[src/rtl/push_debouncer.sv]
// -----------------------------------------------------------------------------
// push_debouncer
//   Turns raw active-low push buttons into clean active-low levels for the
//   up/down counter's push input. Each button has its own 2-flop
//   synchroniser, a debounce filter, a one-cycle press pulse and an optional
//   auto-repeat. The buttons do not interact with each other.
//
// Parameters
//   N_BTN       number of buttons
//   DEB_CYC     consecutive stable synchronised cycles needed to accept a
//               level change (>=1)
//   REPEAT_DLY  cycles held after an accepted press before the first repeat
//               pulse; 0 disables auto-repeat
//   REPEAT_PER  cycles between repeat pulses (>=1)
//
// Ports
//   i_Clk    in   1      clock, rising edge
//   i_Rst    in   1      asynchronous reset, active-low
//   i_Btn    in   N_BTN  raw button pins, active-low, asynchronous, may bounce
//   o_Push   out  N_BTN  debounced level, active-low (0 = pressed)
//   o_Pulse  out  N_BTN  one-cycle high pulse per accepted press and repeat
//   o_Held   out  N_BTN  high while the button is in auto-repeat
// -----------------------------------------------------------------------------
module push_debouncer #(
   parameter int N_BTN      = 2,
   parameter int DEB_CYC    = 4,
   parameter int REPEAT_DLY = 20,
   parameter int REPEAT_PER = 8
) (
   input  logic             i_Clk,
   input  logic             i_Rst,
   input  logic [N_BTN-1:0] i_Btn,
   output logic [N_BTN-1:0] o_Push,
   output logic [N_BTN-1:0] o_Pulse,
   output logic [N_BTN-1:0] o_Held
);

   localparam int T_MAX = (DEB_CYC >= REPEAT_DLY) ?
                          ((DEB_CYC >= REPEAT_PER) ? DEB_CYC : REPEAT_PER) :
                          ((REPEAT_DLY >= REPEAT_PER) ? REPEAT_DLY : REPEAT_PER);
   localparam int TW = $clog2(T_MAX + 1);

   localparam logic [TW-1:0] T_ONE = TW'(1);
   localparam logic [TW-1:0] T_DEB = TW'(DEB_CYC - 1);
   localparam logic [TW-1:0] T_RPD = TW'((REPEAT_DLY == 0) ? 0 : REPEAT_DLY - 1);
   localparam logic [TW-1:0] T_RPP = TW'(REPEAT_PER - 1);

   typedef enum logic [2:0] {
      S_UP,
      S_DN_CHK,
      S_DOWN,
      S_RPT,
      S_UP_CHK
   } state_t;

   // The timer parks at all-ones instead of wrapping, so a long stay in a
   // state can never alias back onto a compare value.
   function automatic logic [TW-1:0] sat_inc(input logic [TW-1:0] t);
      return (t == '1) ? t : t + T_ONE;
   endfunction

   logic [N_BTN-1:0] sync_p0;
   logic [N_BTN-1:0] sync_p1;

   // Stage p0 -> p1: two-flop synchroniser; released (1) out of reset.
   always_ff @(posedge i_Clk or negedge i_Rst) begin
      if (!i_Rst) begin
         sync_p0 <= '1;
         sync_p1 <= '1;
      end else begin
         sync_p0 <= i_Btn;
         sync_p1 <= sync_p0;
      end
   end

   // Stage p1 -> outputs: per-button debounce / repeat FSM, registered outputs.
   for (genvar i = 0; i < N_BTN; i++) begin : g_btn
      state_t        state;
      logic [TW-1:0] tmr;
      logic          push_q;
      logic          pulse_q;
      logic          held_q;
      logic          s;

      assign s = sync_p1[i];

      always_ff @(posedge i_Clk or negedge i_Rst) begin
         if (!i_Rst) begin
            state   <= S_UP;
            tmr     <= '0;
            push_q  <= 1'b1;
            pulse_q <= 1'b0;
            held_q  <= 1'b0;
         end else begin
            pulse_q <= 1'b0;
            case (state)
               S_UP: begin
                  if (!s) begin
                     // With a one-cycle filter the first low sample is enough.
                     if (DEB_CYC == 1) begin
                        state   <= S_DOWN;
                        tmr     <= '0;
                        push_q  <= 1'b0;
                        pulse_q <= 1'b1;
                     end else begin
                        state <= S_DN_CHK;
                        tmr   <= T_ONE;
                     end
                  end
               end
               S_DN_CHK: begin
                  if (s) begin
                     state <= S_UP;
                  end else if (tmr == T_DEB) begin
                     state   <= S_DOWN;
                     tmr     <= '0;
                     push_q  <= 1'b0;
                     pulse_q <= 1'b1;
                  end else begin
                     tmr <= sat_inc(tmr);
                  end
               end
               S_DOWN, S_RPT: begin
                  if (s) begin
                     held_q <= 1'b0;
                     if (DEB_CYC == 1) begin
                        state  <= S_UP;
                        push_q <= 1'b1;
                     end else begin
                        state <= S_UP_CHK;
                        tmr   <= T_ONE;
                     end
                  end else if (state == S_DOWN) begin
                     if ((REPEAT_DLY != 0) && (tmr == T_RPD)) begin
                        state   <= S_RPT;
                        tmr     <= '0;
                        pulse_q <= 1'b1;
                        held_q  <= 1'b1;
                     end else begin
                        tmr <= sat_inc(tmr);
                     end
                  end else if (tmr == T_RPP) begin
                     tmr     <= '0;
                     pulse_q <= 1'b1;
                  end else begin
                     tmr <= sat_inc(tmr);
                  end
               end
               S_UP_CHK: begin
                  // A low sample here is bounce: back to held, and the repeat
                  // delay starts over from zero.
                  if (!s) begin
                     state <= S_DOWN;
                     tmr   <= '0;
                  end else if (tmr == T_DEB) begin
                     state  <= S_UP;
                     push_q <= 1'b1;
                  end else begin
                     tmr <= sat_inc(tmr);
                  end
               end
               default: begin
                  state   <= S_UP;
                  tmr     <= '0;
                  push_q  <= 1'b1;
                  held_q  <= 1'b0;
               end
            endcase
         end
      end

      assign o_Push[i]  = push_q;
      assign o_Pulse[i] = pulse_q;
      assign o_Held[i]  = held_q;
   end

endmodule

[config.mk]
export PLATFORM = sky130hd
export DESIGN_NAME = push_debouncer
export DESIGN_NICKNAME = d
export VERILOG_FILES = /design/src/rtl/push_debouncer.sv
export SDC_FILE = /design/constraint.sdc
export NUM_CORES = 1
export LEC_CHECK = 0
export BUFFER_PORTS_ARGS = -buffer_cell sky130_fd_sc_hd__buf_2
export CORE_MARGIN = 3
export CORE_UTILIZATION = 45
export CTS_BUF_LIST = sky130_fd_sc_hd__clkbuf_4 sky130_fd_sc_hd__clkbuf_8 sky130_fd_sc_hd__clkbuf_16
export CTS_CLUSTER_SIZE = 40
export DETAILED_ROUTE_END_ITERATION = 16
export GPL_ROUTABILITY_DRIVEN = 0
export HOLD_SLACK_MARGIN = 0.06
export SYNTH_ARGS = -nofsm -noshare
export SYNTH_HDL_FRONTEND = slang
export SYNTH_SLANG_ARGS = --single-unit
[constraint.sdc]
create_clock -name i_Clk -period 5.81 [get_ports i_Clk]
set_clock_uncertainty 0.2 [all_clocks]
set_input_delay 0.8715 -clock i_Clk [delete_from_list [all_inputs] [get_ports i_Clk]]
set_output_delay 0.8715 -clock i_Clk [all_outputs]
set_load 0.005 [all_outputs]
Yosys cells after proc, flatten, opt, wreduce, memory -nomap -nowiden
Cells that the tools add are included.
- output and inout port bits: 6
- flip-flop bits (word level): 26
- mux-type cells: 72
- add/subtract/negate cells: 2
- eq/ne operators: 36
- bitwise operators: 4
- reduce and logical (&&, ||, !) cells: 16
- operator list (operator ; count):
    $mux W5 ; 20
    $mux W3 ; 16
    $pmux W5 S4 ; 2
    $ne A3 B3 Y1 const B ; 10
    $mux W1 ; 26
    $pmux W3 S4 ; 2
    $eq A5 B5 Y1 const B ; 4
    $ne A2 B2 Y1 const B ; 10
    $reduce_and A5 Y1 ; 4
    $eq A3 B2 Y1 const B ; 4
    $reduce_and A3 Y1 ; 4
    $reduce_or A3 Y1 ; 4
    $add A5 B1 Y5 const B ; 2
    $eq A5 B2 Y1 const B ; 2
    $eq A5 B3 Y1 const B ; 2
    $pmux W1 S2 ; 4
    $eq A3 B1 Y1 const B ; 2
    $eq A3 B3 Y1 const B ; 2
    $logic_not A3 Y1 ; 2
    $pmux W1 S3 ; 2
    $not A1 Y1 ; 4
    $reduce_or A2 Y1 ; 2

Depth between registers and ports, before layout
Gate-level depths: netlist of run 1.
- depth in word-level cells: 6
- depth in mapped cells: 6
- depth with buffers taken out: 5

Worst setup path before layout of run 1
No wires, ideal clock.
- path kind: register -> register
- from: register g_btn[0].tmr[0]
- to: register g_btn[0].tmr[2]
- setup time: 131 ps
- required time: 5479 ps
- cell stages (with the launch flop): 7
- arrival: 1634 ps
- path slack: 3845 ps
- path buffers: 1
- cells stage by stage: dfrtp_1 > ha_1 > or4b_1 > buf_2 > and3_4 > a221oi_1 > a31oi_1
- longest elaborated chain between the ends: 6
- elaborated cells on any way between the ends: 17
- classes of those cells: add/sub (1); eq/ne (5); mux (10); reduce/logical (1)
- RTL lines (what ; line ; RTL):
    start: declaration ; 79 ; logic [TW-1:0] tmr;
    start signal: assignment ; 120 ; tmr <= sat_inc(tmr);
    start signal: assignment ; 140 ; tmr <= sat_inc(tmr);
    start signal: assignment ; 146 ; tmr <= sat_inc(tmr);
    $add A5 B1 Y5 / $eq A5 B5 Y1 (equally long branches) ; 59 ; return (t == '1) ? t : t + T_ONE;
    $mux W5 ; 59 ;
    $mux W5 (on tied branches) ; 142, 134 ;
    $mux W5 ; 133 ; end else if (state == S_DOWN) begin
    $mux W5 ; 124 ; if (s) begin
    $pmux W5 S4 ; 96 ; case (state)
Parallel ways exist; a longest one is shown, timed or not. The select of a mux whose other input is x is not followed.
A chain may end at the register's enable or synchronous reset.

Worst setup path in the final report of run 1
- from: register g_btn[0].tmr[0]
- to: register g_btn[0].tmr[1]
Same word-level chain as after synthesis.

==> summary.txt, run 1 <==
Placement
  • Placed wire-length estimate: 2736 um
  • Port bufs: 9
  • Placed Instance Area: 0.001849 mm^2

Worst setup path
  • Critical path data arrival time: 2.15 ns
  • CP Launch Type: flop
  • Critical path capture point type: flop
  • WP data required: 5.80 ns
  • Critical Path Max Stage Delay: approximately 0.48 ns
  • Crit path max-delay cell type: or4b_1
  • Critical path, cell by cell: ha_1, nor2b_1, a32oi_2, or4b_1, o211ai_1
  • CP Class: flop to flop
  • Crit Path Max Fanout: 6

Run status
  • Outcome: finished, final reports clean

STA
  • Final setup viols: 0
  • Slew Viols, Final: 0
  • Setup TNS: 0 ns
  • Highest clock rate: 463.1 MHz
  • Hold slack: 0.1597 ns
  • Fin crit period: ~2.2 ns
  • Slew @ Worst Pin: 0.5880 ns
  • Tcrit/Tclk final: 0.3717
  • Final Hold Fails: 0
  • Unrepaired setup endpoints after global routing: false
  • Rel. slew slack: 0.6080

Finish
  • Most common cell after layout, fill and taps aside: dfrtp_1
  • Share of post-route cells with drive strength above 1: 0.1800
  • Nets: 209
  • N_diodes: 0
  • Final core occ: 0.5020
  • Area Growth Syn to Fin: 2.538%
  • Fin area: around 0.0019 mm^2
  • Most frequent cells in the layout: dfrtp_1 (20), nor2_1 (13), nand2_1 (12), a21oi_1 (12)

Synth
  • Synth Cell Area: 0.001873 mm^2
  • EDFF count, synth: 0
  • Synth area leaders: dfrtp_1 (27%), dfstp_2 (8.4%), a21oi_1 (3.2%), a211oi_1 (2.8%), buf_4 (2.8%)
  • Top-area cell type share of the netlist area: 0.2672
  • Register area share after synthesis: 0.3514
  • Flops & latches, synth: 26
  • Post-synthesis cell count: 210
  • Post-synth top flop: dfrtp_1
  • Mapped Avg Cell Area: slightly below 9 um^2
  • Syn nets: 218
  • FFs w/ async S/R, synth: 1.000
  • Yosys Warn Count: 0
  • Post-synth cell types: 57
  • Area leader, netlist: dfrtp_1

Power and ir drop
  • Power Total: 0.0007284 W
  • Pleak: approximately 0.76 nW
  • Cell Pwr Density: 379.3 mW/mm^2
  • VDD IR max: around 0.00026 V

Detailed routing
  • Total Wirelength: 3951 um
  • Vias: between 1.5k and 2k
  • DR DRC count: 0
  • Vias per cell: between 6 and 7
  • DR pass1 iterations: 4
  • Drt initial violations: roughly 120
  • Final ANT Viol Nets: 0
  • WL/cell: 15.93 um

Global route
  • Largest net degree at the start of global routing: 27
  • First-pass GRT wire length: 7134 um
  • Grt total ovfl: 0
  • GRT Util Overall: 0.1723
  • Initial antenna violation count: 0
  • Vias in the first global route: 1542

Clocking
  • PostCTS Resize Cnt: 0
  • # hold bufs at CTS: 0
  • Clock root cell: clkbuf_8
  • H-Tree Depth: 1
  • CTS Buf Count: 3
  • Worst-path clk slew: 0.09 ns
  • Worst skew pair latency: 0.27 ns
  • CTS Sinks: 26
  • Max clock buf depth: 2
  • Setup Fix Bufs, Post-CTS: 0
  • CTS tree: built

Floorplanning
  • Starting Density: 0.4895
  • Core Region: 0.003826 mm^2
  • Core Rows: 22
  • I/O pins: 10
  • Die height: 70.52 um
  • Die W: 70.52 um
  • Die Area: ~0.005 mm^2

Hold path
  • Hold Crit Class: flop to flop

Job
  • MaxCap Viol Count: 0
[power by group]
part	switching [W]	internal (W)	total [W]
clock	0.0000571	0.0000922	0.000149
combinational	0.000149	0.000126	0.000274
sequential	0.0000858	0.000219	0.000305
[layout make-up]
class / instances / area (um^2)
multi-input combinational: 156 / 1067
fill: 343 / 1906
tap: 48 / 60.06
clock inverter: 1 / 30.03
sequential: 26 / 658.1
timing repair buffer: 9 / 45.04
clock buffer: 3 / 41.29
inverter: 5 / 18.77
[synthesized netlist by cell type (all sizes together) (4+ instances only)]
master	n
dfrtp	20
nor2	13
a21oi	12
buf	12
nand2	12
clkbuf	11
o21ai	10
a211oi	7
dfstp	6
nand3	6
o211ai	6
a31oi	5
and3	5
inv	5
nand2b	5
nand4	5
nor3b	5
ha	4
mux2i	4
nor2b	4
o2bb2ai	4
or2	4
[per-layer routing]
layer	routed length (um)	global-route usage
met3	308	0.04604
met2	1697	0.2516
met1	1926	0.2531
met4	19	0.04043
met5	0	0
[critical path, delay by kind of cell, from the launching register on]
kind	cells	cell delay [ns]
compound gates	2	0.50
simple gates	2	0.67
fa+ha+maj	1	0.26
flops	1	0.44
[metrics by stage]
stage	setup slack, ns	cells
floorplan	3.845	210
global placement	3.735	244
detailed placement	3.689	244
CTS	3.668	248
global route	3.507	248
finish	3.651	248
[worst paths after layout]
| check | from | endpoint | slack (ns) | cells past startpoint |
|---|---|---|---|---|
| min in group asynchronous | i_Rst | g_btn[1].tmr[0]$_DFFE_PN0P_ | 0.39 | 1 |
| max in group asynchronous | i_Rst | g_btn[1].pulse_q$_DFF_PN0_ | 4.64 | 1 |
| min reg2reg | sync_p0[0]$_DFF_PN1_ | sync_p1[0]$_DFF_PN1_ | 0.16 | 0 |
| max reg2reg | g_btn[0].tmr[0]$_DFFE_PN0P_ | g_btn[0].tmr[1]$_DFFE_PN0P_ | 3.65 | 5 |
| max | g_btn[0].tmr[0]$_DFFE_PN0P_ | g_btn[0].tmr[1]$_DFFE_PN0P_ | 3.65 | 5 |
| min | sync_p0[0]$_DFF_PN1_ | sync_p1[0]$_DFF_PN1_ | 0.16 | 0 |
[sequential cells by signal (all words and copies together), names as in the netlist]
| register | cells |
|---|---|
| g_btn.held_q | 2 |
| g_btn.tmr | 10 |
| g_btn.push_q | 2 |
| g_btn.pulse_q | 2 |
| g_btn.state | 6 |
| sync_p1 | 2 |
| sync_p0 | 2 |
[kinds of logic after synthesis]
kind of cell    count (synthesis)  synth area share
mux                             4           0.02138
buf+inv                        28           0.07882
xor+xnor                        2          0.009354
flops                          26            0.3514
fa+ha+maj                       4           0.02672
compound gates                 68            0.2645
simple gates                   78            0.2478
(Power assumes the default switching activity.)
==> run 2: changes to the inputs <==
==> constraint.sdc (replaced) <==
create_clock -name i_Clk -period 2.1 [get_ports i_Clk]
set_clock_uncertainty 0.2 [all_clocks]
set_input_delay 0.315 -clock i_Clk [delete_from_list [all_inputs] [get_ports i_Clk]]
set_output_delay 0.315 -clock i_Clk [all_outputs]
set_load 0.005 [all_outputs]
==> summary.txt, run 2 (synthesis results as in run 1) <==
Run status
  • Outcome: finished, final reports clean (unchanged)

Worst setup path
  • Crit Path Max Fanout: 6 (unchanged)
  • Critical Path Max Stage Delay: 0.53 ns (was 0.48 ns)
  • Critical path, cell by cell: ha_1, or4b_4, and3_4, a221oi_1, a31oi_1 (was ha_1, nor2b_1, a32oi_2, or4b_1, o211ai_1)
  • Critical path capture point type: flop (unchanged)
  • WP data required: 2.05 ns (was 5.80 ns)
  • CP Buf/Inv Count: 0 (unchanged)
  • CP Class: flop to flop (unchanged)
  • CP Launch Type: flop (unchanged)
  • Critical path data arrival time: 1.96 ns (was 2.15 ns)
  • Top delay family on crit path: simple AND/OR/NAND/NOR gates (unchanged)
  • Crit path max-delay cell type: or4b_4 (was or4b_1)

Power and ir drop
  • Pleak: 0.8790 nW (was 0.7635 nW)
  • Cell Pwr Density: 1005 mW/mm^2 (was 379.3 mW/mm^2)
  • VDD IR max: 0.0004884 V (was 0.0002605 V)

Detailed routing
  • Total Wirelength: 4218 um (was 3951 um)
  • DR pass1 iterations: 4 (unchanged)
  • WL/cell: 15.51 um (was 15.93 um)
  • Vias: 1674 (was 1598)
  • Drt initial violations: 109 (was 121)
  • Vias per cell: 6.154 (was 6.444)
  • DR DRC count: 0 (unchanged)
  • Final ANT Viol Nets: 0 (unchanged)

Finish
  • Largest reg by FF count: g_btn.tmr (unchanged)
  • Share of post-route cells with drive strength above 1: 0.2634 (was 0.1800)
  • Nets: 233 (was 209)
  • Top Registers: g_btn.tmr x10, g_btn.state x6 (unchanged)
  • Max FFs per register: 10 (unchanged)
  • Most common cell after layout, fill and taps aside: buf_4 (was dfrtp_1)
  • Final core occ: 0.5487 (was 0.5020)
  • Most frequent cells in the layout: buf_4 (21), dfrtp_1 (20), nor2_1 (13), nand2_1 (12), a21oi_1 (12) (was dfrtp_1 (20), nor2_1 (13), nand2_1 (12), a21oi_1 (12))
  • Area Growth Syn to Fin: 12.09% (was 2.538%)
  • N_diodes: 0 (unchanged)

Placement
  • Setup slack at placement: -0.03645 ns (was 3.689 ns)
  • Port bufs: 9 (unchanged)
  • Placed wire-length estimate: 3069 um (was 2736 um)

Hold path
  • Hold Crit Class: flop to flop (unchanged)

STA
  • Slew @ Worst Pin: 0.5866 ns (was 0.5880 ns)
  • Worst setup margin: 0.08884 ns (was 3.651 ns)
  • Final Hold Fails: 0 (unchanged)
  • Slew Viols, Final: 0 (unchanged)
  • Rel. slew slack: 0.6089 (was 0.6080)
  • Highest clock rate: 497.2 MHz (was 463.1 MHz)
  • Unrepaired setup endpoints after global routing: false (unchanged)
  • Tcrit/Tclk final: 0.9577 (was 0.3717)
  • Final setup viols: 0 (unchanged)
  • Fin crit period: 2.011 ns (was 2.159 ns)

Clocking
  • H-Tree Depth: 1 (unchanged)
  • Worst skew pair latency: 0.27 ns (about the same)
  • CTS tree: built (unchanged)
  • Worst-path clk slew: 0.09 ns (about the same)
  • CTS Buf Count: 3 (unchanged)
  • CTS Sinks: 26 (unchanged)
  • Clock root cell: clkbuf_8 (unchanged)
  • Max clock buf depth: 2 (unchanged)

Global route
  • Largest net degree at the start of global routing: 27 (unchanged)
  • Grt total ovfl: 0 (unchanged)
  • Vias in the first global route: 1568 (was 1542)
  • GRT Util Overall: 0.1833 (was 0.1723)
  • First-pass GRT wire length: 7521 um (was 7134 um)
  • Initial antenna violation count: 0 (unchanged)

Floorplanning
  • Core Rows: 22 (unchanged)
  • I/O pins: 10 (unchanged)
  • Starting Density: 0.4895 (unchanged)
  • Die height: 70.52 um (unchanged)
  • Die Area: 0.004972 mm^2 (unchanged)
  • Core Region: 0.003826 mm^2 (unchanged)
  • Die W: 70.52 um (unchanged)

Job
  • MaxCap Viol Count: 0 (unchanged)
[run 2: through the flow]
| stage | hold WS (ns) | TNS [ns] | instance area (um^2) | instances | total power [W] |
|---|---|---|---|---|---|
| floorplan | -0.1806 | 0 | 1873 | 210 | 0.001448 |
| global placement | 0.1458 | 0 | 1999 | 264 | 0.001729 |
| finish | 0.1617 | 0 | 2100 | 272 | 0.002110 |
| global route | 0.1656 | 0 | 2100 | 272 | 0.002300 |
| detailed placement | 0.1491 | -0.05978 | 1999 | 264 | 0.001749 |
| CTS | 0.1633 | 0 | 2088 | 271 | 0.002105 |
[run 2: worst paths after layout]
check / from / depth (start not counted) / slack (ns) / endpoint
min in group asynchronous: i_Rst / 2 / 0.36 / g_btn[1].tmr[0]$_DFFE_PN0P_
worst max-delay path: g_btn[0].tmr[1]$_DFFE_PN0P_ / 5 / 0.09 / g_btn[0].tmr[2]$_DFFE_PN0P_
worst max register to register: g_btn[0].tmr[1]$_DFFE_PN0P_ / 5 / 0.09 / g_btn[0].tmr[2]$_DFFE_PN0P_
worst min-delay path: sync_p0[0]$_DFF_PN1_ / 0 / 0.16 / sync_p1[0]$_DFF_PN1_
max in group asynchronous: i_Rst / 2 / 0.95 / g_btn[0].state[0]$_DFFE_PN0P_
worst min register to register: sync_p0[0]$_DFF_PN1_ / 0 / 0.16 / sync_p1[0]$_DFF_PN1_
[run 2: power by group]
group / leakage, nW / internal, W / switching, W / total, W
logic: 0.519 / 0.000483 / 0.000567 / 0.00105
clock network: 0.0288 / 0.000168 / 0.000165 / 0.000333
registers: 0.331 / 0.000608 / 0.000119 / 0.000727
[run 2: routing by layer]
layer	part of all wire	track usage	wire length, um
met5	0	0	0
met4	0.013	0.05319	53
met3	0.048	0.03022	204
met2	0.41	0.2547	1726
met1	0.53	0.2876	2233
[run 2: timing repair]
item | CTS | global route
endpoints found under the hold margin | 22 | 0
hold buffers | 3 | 0
pin swaps | 0 | 0
buffers inserted | 0 | 1
setup endpoints to repair | 2 | 3
gates resized for setup | 1 | 1
[run 2: final cells by class]
class                   instances  area, um^2
repair buffers                 33       232.7
fillers                       352        1727
inverters                       5       18.77
multi-input cells             156        1075
clock buffers                   4       55.05
well taps                      48       60.06
flip-flops and latches         26       658.1
